`src/rtl/uart_pkg.sv`:
```
// Shared UART definitions: default bit timing, the arbiter FSM state
// encoding and small index helpers used by the TX arbiter and its
// round-robin selector.
package uart_pkg;

  // 50 MHz core clock, 9600 baud
  localparam int CLK_PER_BIT_DEF = 5208;
  // start + 8 data + stop
  localparam int FRAME_BITS_DEF  = 10;

  typedef enum logic {
    ST_IDLE = 1'b0,
    ST_WAIT = 1'b1
  } arb_state_e;

  // Bits needed to hold 0..n-1; never below one bit.
  function automatic int cnt_width(input int n);
    return (n > 1) ? $clog2(n) : 1;
  endfunction

  // (a + b) mod n for 0 <= a,b < n, without a divider.
  function automatic int wrap_add(input int a, input int b, input int n);
    int s;
    s = a + b;
    return (s >= n) ? s - n : s;
  endfunction

endpackage

```
`src/rtl/uart_rr_arb.sv`:
```
// Winner selection for the UART TX arbiter.
// Default build: round-robin, search starts at ptr, ptr moves to w+1
// after every grant.
// With UART_TX_ARB_FIXED_PRIO_EN defined: fixed priority (lowest index
// wins) and no pointer state at all.
module uart_rr_arb
  import uart_pkg::*;
#(
  parameter int NUM_REQ = 4
) (
  input  logic                       CLK,
  input  logic                       RST,
  input  logic [NUM_REQ-1:0]         req,
  input  logic                       grant,
  output logic [$clog2(NUM_REQ)-1:0] win,
  output logic                       any
);

  localparam int ID_W = $clog2(NUM_REQ);

`ifndef UART_TX_ARB_FIXED_PRIO_EN

  logic [ID_W-1:0] ptr;

  // First asserted request at or after ptr, wrapping around
  always_comb begin
    win = '0;
    any = 1'b0;
    for (int k = 0; k < NUM_REQ; k++) begin
      if (!any && req[wrap_add(int'(ptr), k, NUM_REQ)]) begin
        any = 1'b1;
        win = ID_W'(wrap_add(int'(ptr), k, NUM_REQ));
      end
    end
  end

  // Pointer advances past the winner only when the grant is taken
  always_ff @(posedge CLK or posedge RST) begin
    if (RST)        ptr <= '0;
    else if (grant) ptr <= ID_W'(wrap_add(int'(win), 1, NUM_REQ));
  end

`else

  // Lowest asserted index wins; scan downward so the last hit is lowest
  always_comb begin
    win = '0;
    any = 1'b0;
    for (int k = NUM_REQ - 1; k >= 0; k--) begin
      if (req[k]) begin
        any = 1'b1;
        win = ID_W'(k);
      end
    end
  end

  // No state in this mode; clock, reset and grant are intentionally unused
  logic unused_ok;
  assign unused_ok = ^{CLK, RST, grant};

`endif

endmodule

```
`src/rtl/uart_tx_arb.sv`:
```
// UART TX byte arbiter: picks one of NUM_REQ byte requesters, hands the
// byte to the transmitter with a one-cycle tx_trig and blocks further
// grants for CLK_PER_BIT*FRAME_BITS cycles while the frame is on the line.
// Optional macro UART_TX_ARB_FIXED_PRIO_EN selects fixed priority instead
// of round-robin (see uart_rr_arb).
module uart_tx_arb
  import uart_pkg::*;
#(
  parameter int NUM_REQ     = 4,
  parameter int CLK_PER_BIT = CLK_PER_BIT_DEF,
  parameter int FRAME_BITS  = FRAME_BITS_DEF
) (
  input  logic                       CLK,
  input  logic                       RST,
  input  logic [NUM_REQ-1:0]         req,
  input  logic [NUM_REQ*8-1:0]       req_data,
  output logic [NUM_REQ-1:0]         ack,
  output logic [7:0]                 tx_data,
  output logic                       tx_trig,
  output logic                       busy,
  output logic [$clog2(NUM_REQ)-1:0] grant_id
);

  localparam int WAIT_CYCLES = CLK_PER_BIT * FRAME_BITS;
  localparam int CNT_W       = cnt_width(WAIT_CYCLES);
  localparam int ID_W        = $clog2(NUM_REQ);
  localparam logic [CNT_W-1:0] CNT_LAST = CNT_W'(WAIT_CYCLES - 1);

  arb_state_e       state_q, state_d;
  logic [CNT_W-1:0] cnt_q, cnt_d;
  logic [NUM_REQ-1:0] ack_d;
  logic [7:0]       tx_data_d;
  logic             tx_trig_d;
  logic [ID_W-1:0]  grant_id_d;
  logic [ID_W-1:0]  win;
  logic             any;
  logic             grant;

  uart_rr_arb #(
    .NUM_REQ(NUM_REQ)
  ) u_sel (
    .CLK  (CLK),
    .RST  (RST),
    .req  (req),
    .grant(grant),
    .win  (win),
    .any  (any)
  );

  // Next state and next output values; req is only looked at in IDLE
  always_comb begin
    state_d    = state_q;
    cnt_d      = cnt_q;
    ack_d      = '0;
    tx_trig_d  = 1'b0;
    tx_data_d  = tx_data;
    grant_id_d = grant_id;
    grant      = 1'b0;
    case (state_q)
      ST_IDLE: begin
        if (any) begin
          grant      = 1'b1;
          state_d    = ST_WAIT;
          cnt_d      = '0;
          ack_d      = NUM_REQ'(1) << win;
          tx_trig_d  = 1'b1;
          tx_data_d  = req_data[{win, 3'b000} +: 8];
          grant_id_d = win;
        end
      end
      ST_WAIT: begin
        // cnt runs 0..WAIT_CYCLES-1, so WAIT lasts exactly WAIT_CYCLES cycles
        if (cnt_q == CNT_LAST) state_d = ST_IDLE;
        else                   cnt_d   = cnt_q + 1'b1;
      end
      default: state_d = ST_IDLE;
    endcase
  end

  // State, counter and registered outputs
  always_ff @(posedge CLK or posedge RST) begin
    if (RST) begin
      state_q  <= ST_IDLE;
      cnt_q    <= '0;
      ack      <= '0;
      tx_trig  <= 1'b0;
      tx_data  <= '0;
      grant_id <= '0;
    end else begin
      state_q  <= state_d;
      cnt_q    <= cnt_d;
      ack      <= ack_d;
      tx_trig  <= tx_trig_d;
      tx_data  <= tx_data_d;
      grant_id <= grant_id_d;
    end
  end

  assign busy = (state_q == ST_WAIT);

endmodule

```
`config.mk`:
```
export PLATFORM = sky130hd
export DESIGN_NAME = uart_tx_arb
export DESIGN_NICKNAME = d
export VERILOG_FILES = /design/src/rtl/uart_pkg.sv /design/src/rtl/uart_rr_arb.sv /design/src/rtl/uart_tx_arb.sv
export SDC_FILE = /design/constraint.sdc
export NUM_CORES = 1
export LEC_CHECK = 0
export ABC_AREA = 0
export BUFFER_PORTS_ARGS = -buffer_cell sky130_fd_sc_hd__clkbuf_2
export CAP_MARGIN = 20
export CELL_PAD_IN_SITES_DETAIL_PLACEMENT = 1
export CELL_PAD_IN_SITES_GLOBAL_PLACEMENT = 1
export CORE_ASPECT_RATIO = 0.8
export CORE_MARGIN = 2
export CORE_UTILIZATION = 43
export CTS_BUF_LIST = sky130_fd_sc_hd__clkbuf_8
export DETAILED_ROUTE_END_ITERATION = 8
export GPL_TIMING_DRIVEN = 0
export PLACE_DENSITY_LB_ADDON = 0.1
export SLEW_MARGIN = 5
export SYNTH_ARGS = -nofsm -noshare
export SYNTH_HDL_FRONTEND = slang
export SYNTH_HIERARCHICAL = 1
export SYNTH_SLANG_ARGS = --single-unit
```
`constraint.sdc`:
```
create_clock -name CLK -period 4 [get_ports CLK]
set_clock_uncertainty 0.2 [all_clocks]
set_input_delay 0.2 -clock CLK [delete_from_list [all_inputs] [get_ports CLK]]
set_output_delay 0.2 -clock CLK [all_outputs]
set_load 0.01 [all_outputs]
```
# Yosys cells after proc, flatten, opt, wreduce, memory -nomap -nowiden
# Index checks and enable logic that the tools add are counted.
word_totals:
  inputBits: 38
  elab_cells: 74
  out_inout_bits: 16
  reg_bits: 34
op_classes:
  eq_ne: 3
  bitwise_logic: 1
  n_shift: 2
  mux: 34
  addsub: 10
  n_reduce_logical: 8
  order_cmp: 9
ops:
  columns: ["op", "n"]
  rows:
  - ["32-bit by 4-bit less-than comparator with 1-bit output (second input constant)", 4]
  - ["32-bit two-way mux", 4]
  - ["32-bit by 4-bit greater-or-equal comparator with 1-bit output (second input constant)", 3]
  - ["32-bit by 4-bit subtractor with 32-bit output (second input constant)", 3]
  - ["16-bit two-way mux", 2]
  - ["16-bit case mux with 2 select lines", 1]
  - ["32-bit by 6-bit indexed part select with 8-bit output", 1]
  - ["16-bit by 1-bit adder with 16-bit output (second input constant)", 1]
  - ["16-bit == test (second input constant)", 1]
  - ["1-bit two-way mux", 15]
  - ["2-bit two-way mux", 5]
  - ["1-bit binary-select mux with 2-bit select", 4]
  - ["4-bit two-way mux", 2]
  - ["2-bit by 1-bit adder with 3-bit output (second input constant)", 2]
  - ["2-bit by 2-bit adder with 3-bit output (second input constant)", 2]
  - ["2-bit inequality test (second input constant)", 2]
  - ["2-bit AND reduction", 2]
  - ["1-bit by 2-bit << shifter with 4-bit output (first input constant)", 1]
  - ["2-bit by 3-bit subtractor with 4-bit output (second input constant)", 1]
  - ["2-bit by 3-bit greater-or-equal comparator with 1-bit output (second input constant)", 1]
  - ["3-bit greater-or-equal comparator (second input constant)", 1]
  - ["1-bit logical AND", 3]
  - ["1-bit logical NOT", 3]
  - ["1-bit case mux with 2 select lines", 1]
  - ["2 further kinds", 2]

# Longest topological paths before layout
logic_depth:
  word_depth: 18
  ltp_mapped: 7
  mapped_depth_nobuf: 6

# Hierarchy
# Netlist, hierarchy kept.
modules_own_cells:
  columns: ["module", "seq_area_each_um2", "area_per_inst_um2", "cells_each", "n_inst"]
  rows:
  - ["uart_tx_arb", 800.8, 1646.6, 151, 1]
  - ["uart_rr_arb", 50.0, 172.7, 23, 1]

# Worst setup path after synthesis
# No wires, ideal clock.
synth_path:
  path_kind: "flip-flop to flip-flop"
  start: "register u_sel.ptr[0]"
  end: "register tx_data[0]"
  period_less_slack_ps: 2210
  path_buffers: 1
  slack_ps: 1790
  t_arrival_ps: 1892
  t_required_ps: 3682
  stages_incl_launch_ff: 8
  setup_time_ps: 118
  path_cell_list: "dfrtp_1 -> inv_2 -> a221o_1 -> a21oi_4 -> buf_2 -> mux4_2 -> nand2_1 -> nand2_1"
synth_between:
  elab_chain_cells: 16
  elab_cells_between_ends: 43
  classes_between: "add/sub (7); order compare (4); shift (1); mux (24); reduce/logical (7)"
synth_rtl:
  columns: ["element", "line", "text"]
  rows:
  - ["from (decl)", "uart_rr_arb.sv:23", "logic [ID_W-1:0] ptr;"]
  - ["from (signal assigned)", "uart_rr_arb.sv:40", "else if (grant) ptr <= ID_W'(wrap_add(int'(win), 1, NUM_REQ));"]
  - ["parallel branches: the longest is 14 deep, another holds 32-bit by 4-bit subtractor with 32-bit output", null, null]
  - ["2-bit two-way mux (*)", "uart_rr_arb.sv:30", "if (!any && req[wrap_add(int'(ptr), k, NUM_REQ)]) begin"]
  - ["net win[0]", "uart_tx_arb.sv:35", "logic [ID_W-1:0] win;"]
  - ["32-bit by 6-bit indexed part select with 8-bit output (*)", "uart_tx_arb.sv:67", "tx_data_d = req_data[{win, 3'b000} +: 8];"]
  - ["to (signal assigned)", "uart_tx_arb.sv:94", "tx_data <= tx_data_d;"]
  - ["to (decl)", "uart_tx_arb.sv:18", "output logic [7:0] tx_data,"]
# Mark *: on every way through the listed nets, which the timed path passes. The select of a mux whose other input is x is not followed.
# A chain may end at the register's enable or synchronous reset.

# Worst setup path in the final report
# Ends and elaborated chain as after synthesis.

==> run metrics <==
Iter 0 DRT Violations=55; most frequent cells in the layout=clkbuf_2 (53), nand2_1 (42), dfrtp_1 (34), inv_1 (10); fin. max-slew vios=0; post-synth top area cell=dfrtp_1; CTS root buf=clkbuf_8; pin slew with the least headroom to its limit=0.6690 ns; Die Wd=76.72 um; Clock Latency Late Sink=0.28 ns; CP max FO=10; drt pass-1 iters=4; synth warn=6; Psw=248.5 uW; CORE AREA=4125 um^2; RSZ-0062 raised after global routing=false; Sum Neg Setup Slack=0 ns; DP HPWL=3.824 mm; Layout area overhead=25.58%; H-tree lvl count=2; sequential-to-total area share from yosys stat=46.77%; net count after synthesis=213; outcome=finished, final reports clean; Leakage Power=0.001137 uW; # IOs=54; Crit Path Category=register to register; post-synth top area share=46.77%; Distinct cells, synth=42; P_int=582.0 uW; WP data arrival=2.42 ns; Power per Cell Area=363.5 nW/um^2; Placement Setup Slack=1.530 ns; Residual DRC=0; synth top area cells=dfrtp_1 (47%), mux4_2 (9.9%), nand2_1 (8.7%); nets=275; worst vdd ir=244.5 uV; vias in the first global route=1685; largest net degree at the start of global routing=23; min setup slack post-route=1.550 ns; #FFs+latches synth=34; Starting Density=44.10%; first-pass GRT wire length=8.245 mm; commonest non-fill, non-tap cell in the layout=clkbuf_2; CTS Buffer Depth=2; CTS tree=yes; port bufs=53; crit share post-route=61.24%; crit start category=register; Layout Cells excl Fill=294; Core Util, Final=55.38%; Avg Inst Size Synth=10.46 um^2; ratio of cells with drive above 1 in the final layout=35.44%; total wire length=4.943 mm; GP Congestion=0.7674; Die Y=62.18 um; Cells after DPL=285; WL per Instance=16.81 um; row cnt=21; Sequential Power Share=52.4%; CP endpoint kind=register; Inserted Clock Buffers=5; Post-DRT Antenna Nets=0; Clock Sinks=34; Fin. Hold Viols=0; max_slew headroom=55.40%; GRT Residual Overflow=0; Hold Path Class=input pin to asynchronous set/reset pin; Comb power frac=15.9%; hold_ws=0.1158 ns; maxcap violations=0; EDFF count, synth=0; Period minus WS final=2.450 ns; GR Util All Layers=22.20%; Primary FF master, synth=dfrtp_1; Setup Fix Bufs, Post-CTS=0; Clock Power Share=31.7%; switch share=29.92%; DR vias/cell=5.367; initial antenna violation count=0; n_diodes=0; final setup fails=0; Max Freq=408.2 MHz; Worst Path Required=3.97 ns; Syn Std Cell Area=1819 um^2; clock-pin slew on the worst setup and hold paths=0.07 ns; Async S/R FF share, synth=100.0%; vias=1578; Syn Inst Count=174; die area=4770 um^2
final cells by class:
cell class	count	area, um^2
Timing Repair Buffer	55	302.8
Clock inverter	2	8.758
Clock buffer	6	82.58
Fill cell	493	1841
Buffer	6	28.78
Sequential cell	34	850.8
Tap cell	57	71.32
Multi-Input combinational cell	124	902.1
Inverter	10	37.54
logic make-up (layout without fill, tap and decap cells):
logic type | after synthesis | after routing | share of synthesized area (%)
compound gates | 28 | 28 | 10.66
xor+xnor | 3 | 3 | 1.445
fa+ha+maj | 1 | 1 | 0.6876
buf+inv | 16 | 79 | 3.645
flops | 34 | 34 | 46.77
mux | 13 | 13 | 12.65
simple gates | 79 | 79 | 24.14
critical path: stages, from the launching register on:
cell and delay (ns):
dfrtp_1 0.40, inv_2 0.05, a221o_1 0.36, a21oi_4 0.30, buf_2 0.34, mux4_2 0.54, nand2_1 0.08, nand2_1 0.07
layer usage:
layer / vias to the layer above / track usage [%] / routed length (um)
met5: - / 0 / 0
li1: 744 / - / -
met1: 795 / 27.53 / 2085
met2: 35 / 39.58 / 2651
met4: 0 / 4.091 / 35
met3: 4 / 5.523 / 171
through the flow:
step / cell area (um^2) / total power, uW
after global routing: 2285 / 875.4
after CTS: 2285 / 836.6
after detailed placement: 2183 / 572.3
final: 2285 / 830.5
after floorplan: 1819 / 515.1
after global placement: 2156 / 553.5
registers in the layout, indices dropped and copies added (netlist names):
name and count:
tx_trig 1, cnt_q 16, u_sel/ptr 2, tx_data 8, busy 1, grant_id 2, ack 4
path summary, 6_finish.rpt:
kind / from / to / slack, ns / cells past startpoint
max: u_sel/ptr[0]$_DFFE_PP0P_ / tx_data[0]$_DFFE_PP0P_ / 1.55 / 7
min in group CLK: req_data[23] / tx_data[7]$_DFFE_PP0P_ / 0.14 / 4
min reg2reg: tx_data[1]$_DFFE_PP0P_ / tx_data[1]$_DFFE_PP0P_ / 0.28 / 2
max in group asynchronous: RST / cnt_q[13]$_DFFE_PP0P_ / 2.79 / 4
max reg2reg: u_sel/ptr[0]$_DFFE_PP0P_ / tx_data[0]$_DFFE_PP0P_ / 1.55 / 7
min: RST / u_sel/ptr[1]$_DFFE_PP0P_ / 0.12 / 3
timing repair:
action / in CTS / in global routing
endpoints found under the hold margin: 12 / 0
hold buffers: 1 / 0
resized for setup: 0 / 0
power groups by stage:
stage / logic [uW] / registers (uW) / clock network [uW]
after floorplan: 88.2 / 427 / 0
after global placement: 119 / 434 / 0
after detailed placement: 132 / 441 / 0
after CTS: 133 / 434 / 269
after global routing: 147 / 442 / 287
final: 132 / 435 / 264
synthesized netlist by cell type, drive strengths merged (2+ instances only):
cell type / instances
nand4: 3
xnor2: 3
o31ai: 4
nor2: 8
o211ai: 4
o21ai: 6
and3: 3
and4: 2
mux4: 8
nand3: 7
mux2i: 5
nand2b: 2
inv: 10
a21oi: 8
nor3: 5
nand2: 42
buf: 6
dfrtp: 34
Note: power is estimated with default switching activity, not from simulation.
